### config.mk
export PLATFORM = sky130hd
export DESIGN_NAME = cues_tok_rx_mem1
export DESIGN_NICKNAME = d
export VERILOG_FILES = /design/src/rtl/cues_tok_rx_mem1.sv
export SDC_FILE = /design/constraint.sdc
export NUM_CORES = 1
export LEC_CHECK = 0
export ABC_AREA = 1
export CORE_UTILIZATION = 45
export CTS_BUF_LIST = sky130_fd_sc_hd__clkbuf_16
export DETAILED_ROUTE_END_ITERATION = 8
export DONT_BUFFER_PORTS = 1
export GPL_TIMING_DRIVEN = 1
export SYNTH_ARGS = -nofsm -noshare
export SYNTH_HDL_FRONTEND = slang
export SYNTH_SLANG_ARGS = --single-unit
export TNS_END_PERCENT = 10
### constraint.sdc
create_clock -name CLK -period 5.1 [get_ports CLK]
set_input_delay 0.765 -clock CLK [delete_from_list [all_inputs] [get_ports CLK]]
set_output_delay 0.765 -clock CLK [all_outputs]
set_load 0.01 [all_outputs]
### src/rtl/cues_tok_rx_mem1.sv
// Purpose: receives 4-phase SENDIN/ACKOUT tokens with bundled data into a show-ahead FIFO.
// Latency: SENDIN edge to ACKOUT edge is SYNC_STAGES+1 clocks; a write shows on DVALID/DOUT 1 clock later.
// Backpressure: a full FIFO stalls the acknowledge of keep tokens; discard tokens are never stalled.
//
// Ports:
//   CLK, RESET           single clock, synchronous active-high reset
//   SENDIN/ACKOUT        asynchronous 4-phase request / registered acknowledge
//   EXBIN, DATAIN        bundled branch bit (1 = keep) and data, sampled in the capture cycle
//   DOUT/DVALID/DREADY   clocked show-ahead output stream; DOUT reads 0 while empty
//   LEVEL                FIFO occupancy
//   DROPCNT, DROPCLR     saturating discard counter and its clear; present only when
//                        CUES_RX_DROPCNT_EN is defined
module cues_tok_rx_mem1 #(
    parameter int DW          = 8,
    parameter int DEPTH       = 4,
    parameter int SYNC_STAGES = 2
) (
    input  logic                     CLK,
    input  logic                     RESET,
    input  logic                     SENDIN,
    input  logic                     EXBIN,
    input  logic [DW-1:0]            DATAIN,
    output logic                     ACKOUT,
    output logic [DW-1:0]            DOUT,
    output logic                     DVALID,
    input  logic                     DREADY,
    output logic [$clog2(DEPTH):0]   LEVEL
`ifdef CUES_RX_DROPCNT_EN
    ,
    output logic [15:0]              DROPCNT,
    input  logic                     DROPCLR
`endif
);

    localparam int AW = $clog2(DEPTH);
    localparam int LW = AW + 1;

    typedef enum logic {
        IDLE,
        ACK
    } state_t;

    // ------------------------------------------------------------------
    // SENDIN synchronizer
    // ------------------------------------------------------------------
    logic [SYNC_STAGES-1:0] sync_q;
    logic                   s_req;

    always_ff @(posedge CLK) begin
        if (RESET) begin
            sync_q <= '0;
        end else begin
            sync_q <= {sync_q[SYNC_STAGES-2:0], SENDIN};
        end
    end

    assign s_req = sync_q[SYNC_STAGES-1];

    // ------------------------------------------------------------------
    // FIFO state
    // ------------------------------------------------------------------
    logic [DW-1:0] mem [DEPTH];
    logic [AW-1:0] wr_ptr;
    logic [AW-1:0] rd_ptr;
    logic [LW-1:0] level_q;
    logic          full;
    logic          wr_en;
    logic          rd_en;

    // Fullness comes from the registered level only, so a pop in the same
    // cycle cannot make room for a write; this keeps the write decision
    // independent of DREADY.
    assign full   = (level_q == LW'(DEPTH));
    assign DVALID = (level_q != '0);
    assign rd_en  = DVALID && DREADY;

    // ------------------------------------------------------------------
    // Handshake FSM
    // ------------------------------------------------------------------
    state_t state_q;
    state_t state_d;
    logic   ack_q;
    logic   ack_d;

    always_ff @(posedge CLK) begin
        if (RESET) begin
            state_q <= IDLE;
            ack_q   <= 1'b0;
        end else begin
            state_q <= state_d;
            ack_q   <= ack_d;
        end
    end

    always_comb begin
        state_d = state_q;
        ack_d   = ack_q;
        wr_en   = 1'b0;
        case (state_q)
            IDLE: begin
                if (s_req) begin
                    if (!EXBIN) begin
                        // Discarded token: acknowledge regardless of fullness.
                        ack_d   = 1'b1;
                        state_d = ACK;
                    end else if (!full) begin
                        wr_en   = 1'b1;
                        ack_d   = 1'b1;
                        state_d = ACK;
                    end
                end
            end
            ACK: begin
                if (!s_req) begin
                    ack_d   = 1'b0;
                    state_d = IDLE;
                end
            end
            default: begin
                state_d = IDLE;
                ack_d   = 1'b0;
            end
        endcase
    end

    assign ACKOUT = ack_q;

    // ------------------------------------------------------------------
    // FIFO storage and pointers
    // ------------------------------------------------------------------
    // Storage is not reset; DOUT is masked to 0 while empty instead.
    always_ff @(posedge CLK) begin
        if (wr_en) begin
            mem[wr_ptr] <= DATAIN;
        end
    end

    always_ff @(posedge CLK) begin
        if (RESET) begin
            wr_ptr  <= '0;
            rd_ptr  <= '0;
            level_q <= '0;
        end else begin
            if (wr_en) begin
                wr_ptr <= wr_ptr + AW'(1);
            end
            if (rd_en) begin
                rd_ptr <= rd_ptr + AW'(1);
            end
            case ({wr_en, rd_en})
                2'b10:   level_q <= level_q + LW'(1);
                2'b01:   level_q <= level_q - LW'(1);
                default: level_q <= level_q;
            endcase
        end
    end

    assign DOUT  = DVALID ? mem[rd_ptr] : '0;
    assign LEVEL = level_q;

`ifdef CUES_RX_DROPCNT_EN
    // ------------------------------------------------------------------
    // Discard counter
    // ------------------------------------------------------------------
    logic        drop;
    logic [15:0] drop_cnt_q;

    // Same condition as the IDLE->ACK discard branch of the FSM.
    assign drop = (state_q == IDLE) && s_req && !EXBIN;

    always_ff @(posedge CLK) begin
        if (RESET || DROPCLR) begin
            drop_cnt_q <= '0;
        end else if (drop && (drop_cnt_q != 16'hFFFF)) begin
            drop_cnt_q <= drop_cnt_q + 16'd1;
        end
    end

    assign DROPCNT = drop_cnt_q;
`endif

endmodule

# After elaboration in Yosys (flattened, before gate mapping)
# Memories as Yosys holds them, arrays and structs flattened. A register that Yosys moved wholly into a read port is not among the register bits.
# Cells that the tools add are included.
word_totals:
  reg_bits: 11
  latchBits: 0
  ram_bits: 32
  rom_bits: 0
  inputBits: 13
  n_memories: 1
memory_table:
  columns: ["memory", "words", "word_bits", "rd", "rd_ports_with_merged_regs", "wr", "line", "source"]
  rows:
  - ["mem", 4, 8, 1, 1, 1, "62", "logic [DW-1:0] mem [DEPTH];"]
classes:
  addsub: 4
  mul: 0
  div: 0
  order_cmp: 0
  n_eq_ne: 6
  shift: 0
  muxes: 19
  n_bitwise: 1
  n_reduce_logical: 4
op_table:
  columns: ["cell", "n"]
  rows:
  - ["$mux 1", 13]
  - ["$mux 8", 1]
  - ["$pmux 3 s2", 1]
  - ["$add 2x1->2 const B", 2]
  - ["$mux 2", 2]
  - ["$ne 2x2->1 const B", 2]
  - ["$pmux 1 s2", 2]
  - ["$add 3x1->3 const B", 1]
  - ["$eq 3x3->1 const B", 1]
  - ["$ne 3x3->1 const B", 1]
  - ["$reduce_and 3->1", 1]
  - ["$reduce_bool 3->1", 1]
  - ["$sub 3x1->3 const B", 1]
  - ["$eq 2x1->1 const B", 1]
  - ["$eq 2x2->1 const B", 1]
  - ["$reduce_bool 2->1", 1]
  - ["$logic_and 1x1->1", 1]
  - ["$not 1->1", 1]

# Longest topological paths before layout
# Gate-level depths: netlist of run 1.
depth:
  depth_word: 7
  ltp_mapped: 13

# Least setup slack after synthesis of run 1
# OpenSTA, ideal clock, no wires.
synth_timing:
  path_type: "in2reg"
  startpoint: "in EXBIN"
  endpoint: "reg level_q[2], in the netlist LEVEL[2]"
  setup_ps: 113
  t_arrival_ps: 1894
  required_ps: 4987
  slack_ps: 3093
  cell_stages: 12
  path_cell_list: "nand2_1 -> nor2_2 -> nand2_1 -> ha_1 -> inv_1 -> fa_1 -> inv_1 -> nand2_1 -> nand3_1 -> nand2_1 -> nand2_1 -> nor2_1"
synth_via:
  elab_chain_cells: 5
  word_cells_on_any_way: 7
synth_rtl:
  columns: ["item", "line", "source"]
  rows:
  - ["start, declared", "21", "input logic EXBIN,"]
  - ["$mux 1 *", "102", "if (!EXBIN) begin"]
  - ["$mux 1 *", "101", "if (s_req) begin"]
  - ["$mux 1 *", "99", "case (state_q)"]
  - ["$eq 2x1->1 or $eq 2x2->1 (tied branches)", "150", "case ({wr_en, rd_en})"]
  - ["$pmux 3 s2 or $reduce_bool 2->1 (tied branches)", null, null]
  - ["end signal, assigned", "151", "2'b10: level_q <= level_q + LW'(1);"]
  - ["end signal, assigned", "152", "2'b01: level_q <= level_q - LW'(1);"]
  - ["end signal, assigned", "153", "default: level_q <= level_q;"]
  - ["end, declared", "65", "logic [LW-1:0] level_q;"]
# Every way passes the cells marked *; elsewhere a longest branch is shown, timed or not.
# A chain may end at the register's enable or synchronous reset.

==> impl_metrics.yaml, run 1 <==
run_status:
  status: "completed"
min_path:
  hold_path_startpoint: "sync_q[0]$_SDFF_PP0_"
  hp-class: "flop to flop"
  hold_path_depth: 2
timing:
  hold_ws_ns: 0.4068
  final.setup.tns_ns: 0
  rsz0062_at_grt: "no"
  slew_viol_final: 0
  timing.fmax_mhz: 423.4
  period_share: 0.4631
  setup_violations: 0
  tightestPinTransition_ns: 0.8151
  setup_ws_ns: 2.738
  fin_crit_ns: 2.362
  skew_ns: 0.002852
  hold_viol: 0
  slew_headroom: 0.4546
yosys:
  async_reset_ff_frac: 0
  synthMostInstantiatedCell: "nor2_1"
  syn-num-nets: 204
  synth-edff-count: 32
  synth_area_leader_cell: "edfxtp_1"
  synth.distinct_cells: 17
  synthCells: 185
  avgSynthCellArea_um2: 10.23
  synthesis.area_um2: 1893
  seq_area_frac_synth: 0.6451
  yosysTopAreaCellShare: 0.5076
  ys_seq_elements: 45
  yosys_warnings: 0
  synthTopCellsByCount: "nor2_1, edfxtp_1, inv_1"
  synth.top_cells.by_area: "edfxtp_1, dfxtp_1, nor2_1"
  synth_ff_type: "edfxtp_1"
setup_path:
  crit_type: "flop to primary output"
  regToRegEndpoint: "LEVEL[2]$_SDFFE_PP0P_"
  crit_path_end_kind: "primary output"
  crit-reg2reg-launch: "LEVEL[0]$_SDFFE_PP0P_"
  start_kind: "flop"
  max_stage_delay_ns: 0.68
  required_ns: 4.34
  cp_max_fo: 17
  path_buf_inv: 1
  critPathSlowestCell: "dfxtp_1"
  timing.reg2reg.setup_slack_ns: 3.07
  endpoint: "DOUT[3]"
  reg2reg_depth: 12
  path_depth: 3
  crit_arrival_ns: 1.60
  crit_chain: "inv_2, o21ai_0, a21oi_1"
  crit_family: "flip-flops"
cts:
  cts.htree.levels: 2
  cts_setup_buffers: 0
  cts_tree: "done"
  clkTransAtPathRegs_ns: 0.06
  cts_hold_buf: 0
  cts_made_buffers: 5
  clockRootBuffer: "clkbuf_16"
  clock-sinks: 45
  insertion_delay_ns: 0.28
  cts_resized: 0
  cts_max_path_buffers: 2
detailed_routing:
  drc: 0
  drtPass1Iterations: 4
  routed_wirelength_um: 3339
  vias_per_cell: 5.046
  ant_nets: 0
  via_count: 1206
  drt_iter0_markers: 34
  wl_per_cell_um: 13.97
floorplanning:
  io_pins: 26
  start_util: 0.4699
  num_rows: 23
  die_x_um: 66.86
  coreArea_um2: 4029
  die_area_um2: 4470
  die_y_um: 66.86
power_and_ir_drop:
  total_power_w: 0.0008798
  p_leak_nw: 0.7654
  ir_drop_v: 0.0001968
  power.density_nw_per_um2: 429.0
place:
  io_buffer_count: 0
  place_hpwl_um: 2388
  gp_congestion: 0.7337
  pre_cts_slack_ns: 2.876
global_routing:
  grt_pass1_wl_um: 5451
  grtUsageTotal: 0.1745
  grt_pass1_vias: 1169
  antenna_found_initial: 0
  grt_overflow: 0
  grt_max_degree: 18
finish:
  area_growth_pct: 8.328
  layout-drive-gt1-share: 0.05291
  fin_nets: 207
  n_antenna_cell: 0
  fillers: 383
run:
  cap_violations: 0
==> kinds of logic after synthesis <==
kind of cell / Yosys count / share of synthesized area
buf+inv: 28 / 0.06939
compound gates: 34 / 0.08989
fa+ha+maj: 6 / 0.04362
flops: 45 / 0.6451
simple gates: 72 / 0.1520
==> final cells by class <==
cell class | instances | area [µm²] | area share
Clock buffer | 5 | 125.1 | 0.06101
Tap cell | 50 | 62.56 | 0.03051
Multi-Input combinational cell | 112 | 540.5 | 0.2636
Clock inverter | 3 | 11.26 | 0.005491
Sequential cell | 45 | 1221 | 0.5955
Inverter | 24 | 90.09 | 0.04393
==> placed cells by master (no fill, tap or decap) <==
master and instances:
a21oi_1 14, clkbuf_16 5, clkinv_1 1, dfxtp_1 13
edfxtp_1 32, fa_1 1, ha_1 5, inv_1 25
inv_2 1, nand2_1 16, nand2_2 1, nand3_1 6
nor2_1 46, nor2_2 3, o21ai_0 10, o21ai_1 10
==> stage by stage <==
step / std cells / util / instance area, µm²
after floorplan: 185 / - / 1893
after global placement: 231 / 0.4752 / 1914
after detailed placement: 231 / 0.4752 / 1914
after CTS: 239 / 0.5090 / 2051
after global routing: 239 / 0.5090 / 2051
final: 239 / 0.5090 / 2051
==> worst min-delay path, cell delays in order, from the launching register on <==
cell,delay (ns)
dfxtp_1,0.30
inv_1,0.04
nor2_1,0.03
==> sequential cells by signal (all words and copies together) (netlist names), named ones only <==
signal,count
sync_q,2
state_q,1
rd_ptr,2
LEVEL,3
wr_ptr,2
ACKOUT,1
mem,32
==> routing by layer <==
metal	up-vias	GRT usage	part of all wire
met5	-	0	0
met4	0	0.06383	0.016
met1	567	0.1947	0.39
met2	22	0.2955	0.53
li1	610	-	-
met3	7	0.07192	0.067
==> report_power, final <==
group / switching [W] / internal (W) / total (W) / leakage (nW)
Combinational: 0.000108 / 0.0000410 / 0.000149 / 0.297
Sequential: 0.0000279 / 0.000407 / 0.000435 / 0.394
Clock: 0.000120 / 0.000176 / 0.000295 / 0.0738
Total: 0.000256 / 0.000624 / 0.000880 / 0.765
==> how the worst min path moves through the flow <==
| stage | end | slack (ns) |
|---|---|---|
| floorplan | sync_q[1]$_SDFF_PP0_ | 0.39 |
| global placement | sync_q[1]$_SDFF_PP0_ | 0.40 |
| detailed placement | sync_q[1]$_SDFF_PP0_ | 0.40 |
| CTS | sync_q[1]$_SDFF_PP0_ | 0.41 |
| global route | sync_q[1]$_SDFF_PP0_ | 0.43 |
| finish | sync_q[1]$_SDFF_PP0_ | 0.41 |
Note: power is estimated with default switching activity, not from simulation.
==> run 2: changes to the inputs <==
Settings changed: ABC_AREA 1 to 0.
Clock period 5.1 ns to 2.5 ns, I/O delays scaled along.
==> run 2 against run 1 <==
Against the previous run: global-route usage fell by 0.79 points; highest routed layer unchanged; largest power group unchanged; via count is 24% lower; cell area rose by 0.55%; clock power increased by 140%; critical path depth up 6; wire length is 10% lower; final cell count decreased by 28%; utilization increased by 3.4 points; register-to-register slack worse by 2.7 ns; sequential share of layout area is 0.33 points lower.
==> impl_metrics.yaml, run 2 <==
global_routing:
  grt_pass1_vias: 1011
  antenna_found_initial: 0
  grt_max_degree: 15
  grt_pass1_wl_um: 5043
  grtUsageTotal: 0.1666
  grt_overflow: 0
detailed_routing:
  routed_wirelength_um: 2996
  wl_per_cell_um: 17.42
  vias_per_cell: 5.326
  ant_nets: 0
  drc: 0
  via_count: 916
  drt_iter0_markers: 37
  drtPass1Iterations: 4
timing:
  rsz0062_at_grt: "no"
  skew_ns: 0.008906
  hold_ws_ns: 0.1611
  period_share: 0.8454
  timing.fmax_mhz: 473.1
  tightestPinTransition_ns: 0.6452
  hold_viol: 0
  slew_headroom: 0.5676
  setup_violations: 0
  fin_crit_ns: 2.114
  slew_viol_final: 0
  final.setup.tns_ns: 0
yosys:
  seq_area_frac_synth: 0.6590
  synth_ff_type: "edfxtp_1"
  synth.top_cells.by_area: "edfxtp_1, dfxtp_1, mux4_2"
  avgSynthCellArea_um2: 15.57
  ys_seq_elements: 45
  synth_area_leader_cell: "edfxtp_1"
  synthesis.area_um2: 1853
  synthMostInstantiatedCell: "edfxtp_1"
  async_reset_ff_frac: 0
  synth-edff-count: 32
  yosys_warnings: 0
  synth.distinct_cells: 30
  syn-num-nets: 138
  yosysTopAreaCellShare: 0.5186
  synthTopCellsByCount: "edfxtp_1, dfxtp_1, inv_1"
  synthCells: 119
place:
  gp_congestion: 0.7059
  place_hpwl_um: 1994
  io_buffer_count: 0
  dpl.cell_count: 164
floorplanning:
  die_x_um: 66.17
  num_rows: 22
  io_pins: 26
  die_area_um2: 4378
  die_y_um: 66.17
  coreArea_um2: 3799
  start_util: 0.4878
cts:
  cts_made_buffers: 5
  cts_max_path_buffers: 2
  cts_setup_buffers: 0
  clock-sinks: 45
  clkTransAtPathRegs_ns: 0.06
  cts_resized: 0
  cts.htree.levels: 2
  insertion_delay_ns: 0.28
  cts_hold_buf: 0
  cts_tree: "done"
  clockRootBuffer: "clkbuf_16"
run_status:
  status: "completed"
setup_path:
  start_kind: "flop"
  critPathSlowestCell: "dfxtp_1"
  path_depth: 9
  crit_family: "adder cells"
  path_buf_inv: 2
  crit_path_end_kind: "flop"
  crit_type: "flop to flop"
  crit_start: "LEVEL[0]$_SDFFE_PP0P_"
  max_stage_delay_ns: 0.40
  cpMostUsedCell: "inv_1"
  crit-reg2reg-launch: "LEVEL[0]$_SDFFE_PP0P_"
  crit_arrival_ns: 2.33
  crit_chain: "nor2_2, a21oi_2, inv_1, ha_1, inv_1, fa_1, xor2_1, or3_1, a21oi_1"
  endpoint: "LEVEL[2]$_SDFFE_PP0P_"
  timing.reg2reg.setup_slack_ns: 0.39
  cp_max_fo: 7
  required_ns: 2.71
  regToRegEndpoint: "LEVEL[2]$_SDFFE_PP0P_"
  reg2reg_depth: 9
finish:
  largest_reg_flops: 32
  utilization: 0.5428
  n_antenna_cell: 0
  largest_register: "mem"
  fin_nets: 142
  fillers: 312
  layout-drive-gt1-share: 0.1855
  multi_input_area_um2: 571.8
  area_growth_pct: 11.28
  regArea_um2: 1221
  mostFrequentLayoutCell: "edfxtp_1"
  final_cell_mix: "edfxtp_1, dfxtp_1, inv_1"
  final_cells: 172
power_and_ir_drop:
  power.density_nw_per_um2: 815.3
  p_leak_nw: 0.6862
  total_power_w: 0.001681
  ir_drop_v: 0.0005005
min_path:
  hp-class: "input pin to flop"
run:
  cap_violations: 0
run 2: how the worst min path moves through the flow:
stage / startpoint / endpoint / cells after the start
final: RESET / sync_q[1]$_SDFF_PP0_ / 1
after global routing: RESET / LEVEL[2]$_SDFFE_PP0P_ / 1
after CTS: RESET / LEVEL[0]$_SDFFE_PP0P_ / 1
after detailed placement: sync_q[0]$_SDFF_PP0_ / sync_q[1]$_SDFF_PP0_ / 1
after global placement: sync_q[0]$_SDFF_PP0_ / sync_q[1]$_SDFF_PP0_ / 1
after floorplan: sync_q[0]$_SDFF_PP0_ / sync_q[1]$_SDFF_PP0_ / 1
run 2: area by class of cell:
type	instances	area share
inverters	10	0.01820
repair buffers	1	0.003641
multi-input cells	60	0.2773
well taps	48	0.02913
clock buffers	5	0.06068
flip-flops and latches	45	0.5922
clock inverters	3	0.01881
run 2: report_power, final:
group | switching, W | internal (W)
logic | 0.0000661 | 0.0000578
registers | 0.0000253 | 0.000813
clock network | 0.000253 | 0.000465
run 2: logic make-up (layout without fill, tap and decap cells):
kind of cell / count (synthesis) / after routing / share of synthesized area
adder cells (fa/ha/maj): 6 / 6 / 0.04456
flip-flops: 45 / 45 / 0.6590
multiplexers: 10 / 10 / 0.1087
AND/OR/NAND/NOR: 30 / 30 / 0.09858
buffers and inverters: 14 / 19 / 0.03511
XOR/XNOR: 3 / 3 / 0.01418
AO/OA/AOI/OAI: 11 / 11 / 0.03984
run 2: stage by stage:
stage	cell area, µm²	setup WS, ns
after floorplan	1853	0.5661
final	2062	0.3865
after CTS	2062	0.3448
after detailed placement	1898	0.4101
after global placement	1898	0.4809
after global routing	2062	0.2499
run 2: worst reg2reg max path, cell delays in order (launching register included):
cell and delay [ns]:
dfxtp_1 0.40, nor2_2 0.21, a21oi_2 0.13, inv_1 0.09
ha_1 0.17, inv_1 0.06, fa_1 0.37, xor2_1 0.16
or3_1 0.31, a21oi_1 0.14
run 2: routing by layer:
layer | vias up | wire, µm | track usage
met5 | - | 0 | 0
met4 | 0 | 51 | 0.06383
met3 | 6 | 135 | 0.05862
met2 | 20 | 1523 | 0.2742
met1 | 456 | 1286 | 0.1995
li1 | 434 | - | -
==> run 3: changes to the inputs <==
Settings changed: ABC_AREA 0 to 1.
Clock period 2.5 ns to 1.79 ns, I/O delays scaled along.
==> run 3 against run 2 <==
Against the previous run: wire length rose by 17%; first-iteration DRC count up 5.4%; via count grew 39%; clock skew is 0.0057 ns lower; die area rose by 2.1%; highest routed layer unchanged; critical path type is now flop to primary output.
==> impl_metrics.yaml, run 3 (same netlist as run 1, synthesis figures left out) <==
finish:
  largest_reg_flops: 32
  largest_register: "mem"
  fin_nets: 221
  n_antenna_cell: 0
  area_growth_pct: 17.32
  final_cell_mix: "nor2_1, edfxtp_1, inv_1"
  final_cells: 253
  fillers: 347
  layout-drive-gt1-share: 0.1823
  mostFrequentLayoutCell: "nor2_1"
place:
  dpl.cell_count: 244
  gp_congestion: 0.6923
  io_buffer_count: 0
  place_hpwl_um: 2364
cts:
  clock-sinks: 45
  insertion_delay_ns: 0.28
  cts_hold_buf: 0
  cts_max_path_buffers: 2
  cts.htree.levels: 2
  clkTransAtPathRegs_ns: 0.06
  cts_made_buffers: 5
  clockRootBuffer: "clkbuf_16"
  cts_tree: "done"
floorplanning:
  num_rows: 23
  die_x_um: 66.86
  coreArea_um2: 4029
  die_y_um: 66.86
  io_pins: 26
  start_util: 0.4699
  die_area_um2: 4470
timing:
  tightestPinTransition_ns: 0.3498
  skew_ns: 0.003238
  period_share: 0.9426
  hold_ws_ns: 0.05118
  slew_viol_final: 0
  timing.fmax_mhz: 592.7
  hold_viol: 0
  slew_headroom: 0.7665
  fin_crit_ns: 1.687
  setup_violations: 0
power_and_ir_drop:
  power.density_nw_per_um2: 1262
  ir_drop_v: 0.0008782
  p_leak_nw: 0.8418
setup_path:
  start_kind: "flop"
  crit_family: "buffers and inverters"
  max_stage_delay_ns: 0.29
  crit_type: "flop to primary output"
  crit_chain: "buf_4, inv_2, o21ai_0, a21oi_1"
  required_ns: 1.52
  reg2reg_depth: 12
  path_buf_inv: 2
  crit_arrival_ns: 1.42
  crit-reg2reg-launch: "LEVEL[1]$_SDFFE_PP0P_"
  regToRegEndpoint: "LEVEL[2]$_SDFFE_PP0P_"
  critPathSlowestCell: "dfxtp_1"
  timing.reg2reg.setup_slack_ns: 0.11
  crit_path_end_kind: "primary output"
  cp_max_fo: 17
detailed_routing:
  wl_per_cell_um: 13.89
  via_count: 1272
  drt_iter0_markers: 39
  routed_wirelength_um: 3515
  drc: 0
  drtPass1Iterations: 4
  ant_nets: 0
  vias_per_cell: 5.028
min_path:
  hp-class: "input pin to flop"
  hold_path_startpoint: "RESET"
  hold_path_depth: 1
  hold_end: "ACKOUT$_SDFFE_PP0P_"
run_status:
  status: "completed"
global_routing:
  grt_max_degree: 18
  grt_pass1_vias: 1265
  grt_overflow: 0
  grtUsageTotal: 0.1836
  antenna_found_initial: 0
  grt_pass1_wl_um: 5733
run:
  cap_violations: 0
run 3: changes by cell type in the layout (fill, tap and decap cells not counted), moves of 4 or more:
cell	delta
nor2_1	+39
buf_4	+13
nand2_1	+13
o21ai_1	+10
a21oi_1	+9
inv_1	+9
nor2b_1	-9
mux4_2	-8
o21ai_0	+8
nand3_1	+5
and2_1	-4
inv_2	+4
run 3: worst max path at each step:
stage / from / to / slack, ns / cells after the start
after CTS: LEVEL[0]$_SDFFE_PP0P_ / LEVEL[2]$_SDFFE_PP0P_ / 0.03 / 12
after detailed placement: LEVEL[0]$_SDFFE_PP0P_ / LEVEL[2]$_SDFFE_PP0P_ / 0.08 / 12
after global routing: LEVEL[1]$_SDFFE_PP0P_ / LEVEL[2]$_SDFFE_PP0P_ / -0.01 / 11
final: flop / DOUT[0] / 0.10 / 4
after floorplan: LEVEL[0]$_SDFFE_PP0P_ / LEVEL[2]$_SDFFE_PP0P_ / 0.005 / 12
after global placement: LEVEL[0]$_SDFFE_PP0P_ / LEVEL[2]$_SDFFE_PP0P_ / 0.14 / 12
run 3: final cells by class:
type	instances	area, µm²	area share
clock buffer	5	125.1	0.05634
clock inverter	3	46.29	0.02085
inverter	24	90.09	0.04056
multi-input combinational	112	569.3	0.2563
sequential	45	1222	0.5504
tap	50	62.56	0.02817
timing repair buffer	14	105.1	0.04732
run 3: metrics by stage:
step	setup slack, ns	util	TNS, ns	area (µm²)	power [W]
floorplan	0.004825	-	0	1893	0.001625
global placement	0.1447	0.4994	0	2012	0.001747
detailed placement	0.07743	0.4994	0	2012	0.001757
CTS	0.03017	0.5419	0	2183	0.002788
global route	-0.01313	0.5512	-0.01313	2221	0.002954
finish	0.1028	0.5512	0	2221	0.002803
run 3: metal layers:
metal | up-vias | track usage | wire [µm]
met3 | 4 | 0.08048 | 204
met1 | 605 | 0.1891 | 1387
met2 | 22 | 0.3232 | 1888
met5 | - | 0 | 0
li1 | 641 | - | -
met4 | 0 | 0.07181 | 34
run 3: power by group:
| part | switching [W] | leakage (nW) | internal, W |
|---|---|---|---|
| clock network | 0.000368 | 0.0800 | 0.000660 |
| logic | 0.000395 | 0.367 | 0.000192 |
| registers | 0.0000281 | 0.395 | 0.00116 |
| total | 0.000791 | 0.842 | 0.00201 |
run 3: what timing repair did:
item | 4_1_cts | 5_1_grt
resized for setup | 0 | 11
setup buffers | 0 | 1
setup endpoints to repair | 0 | 2
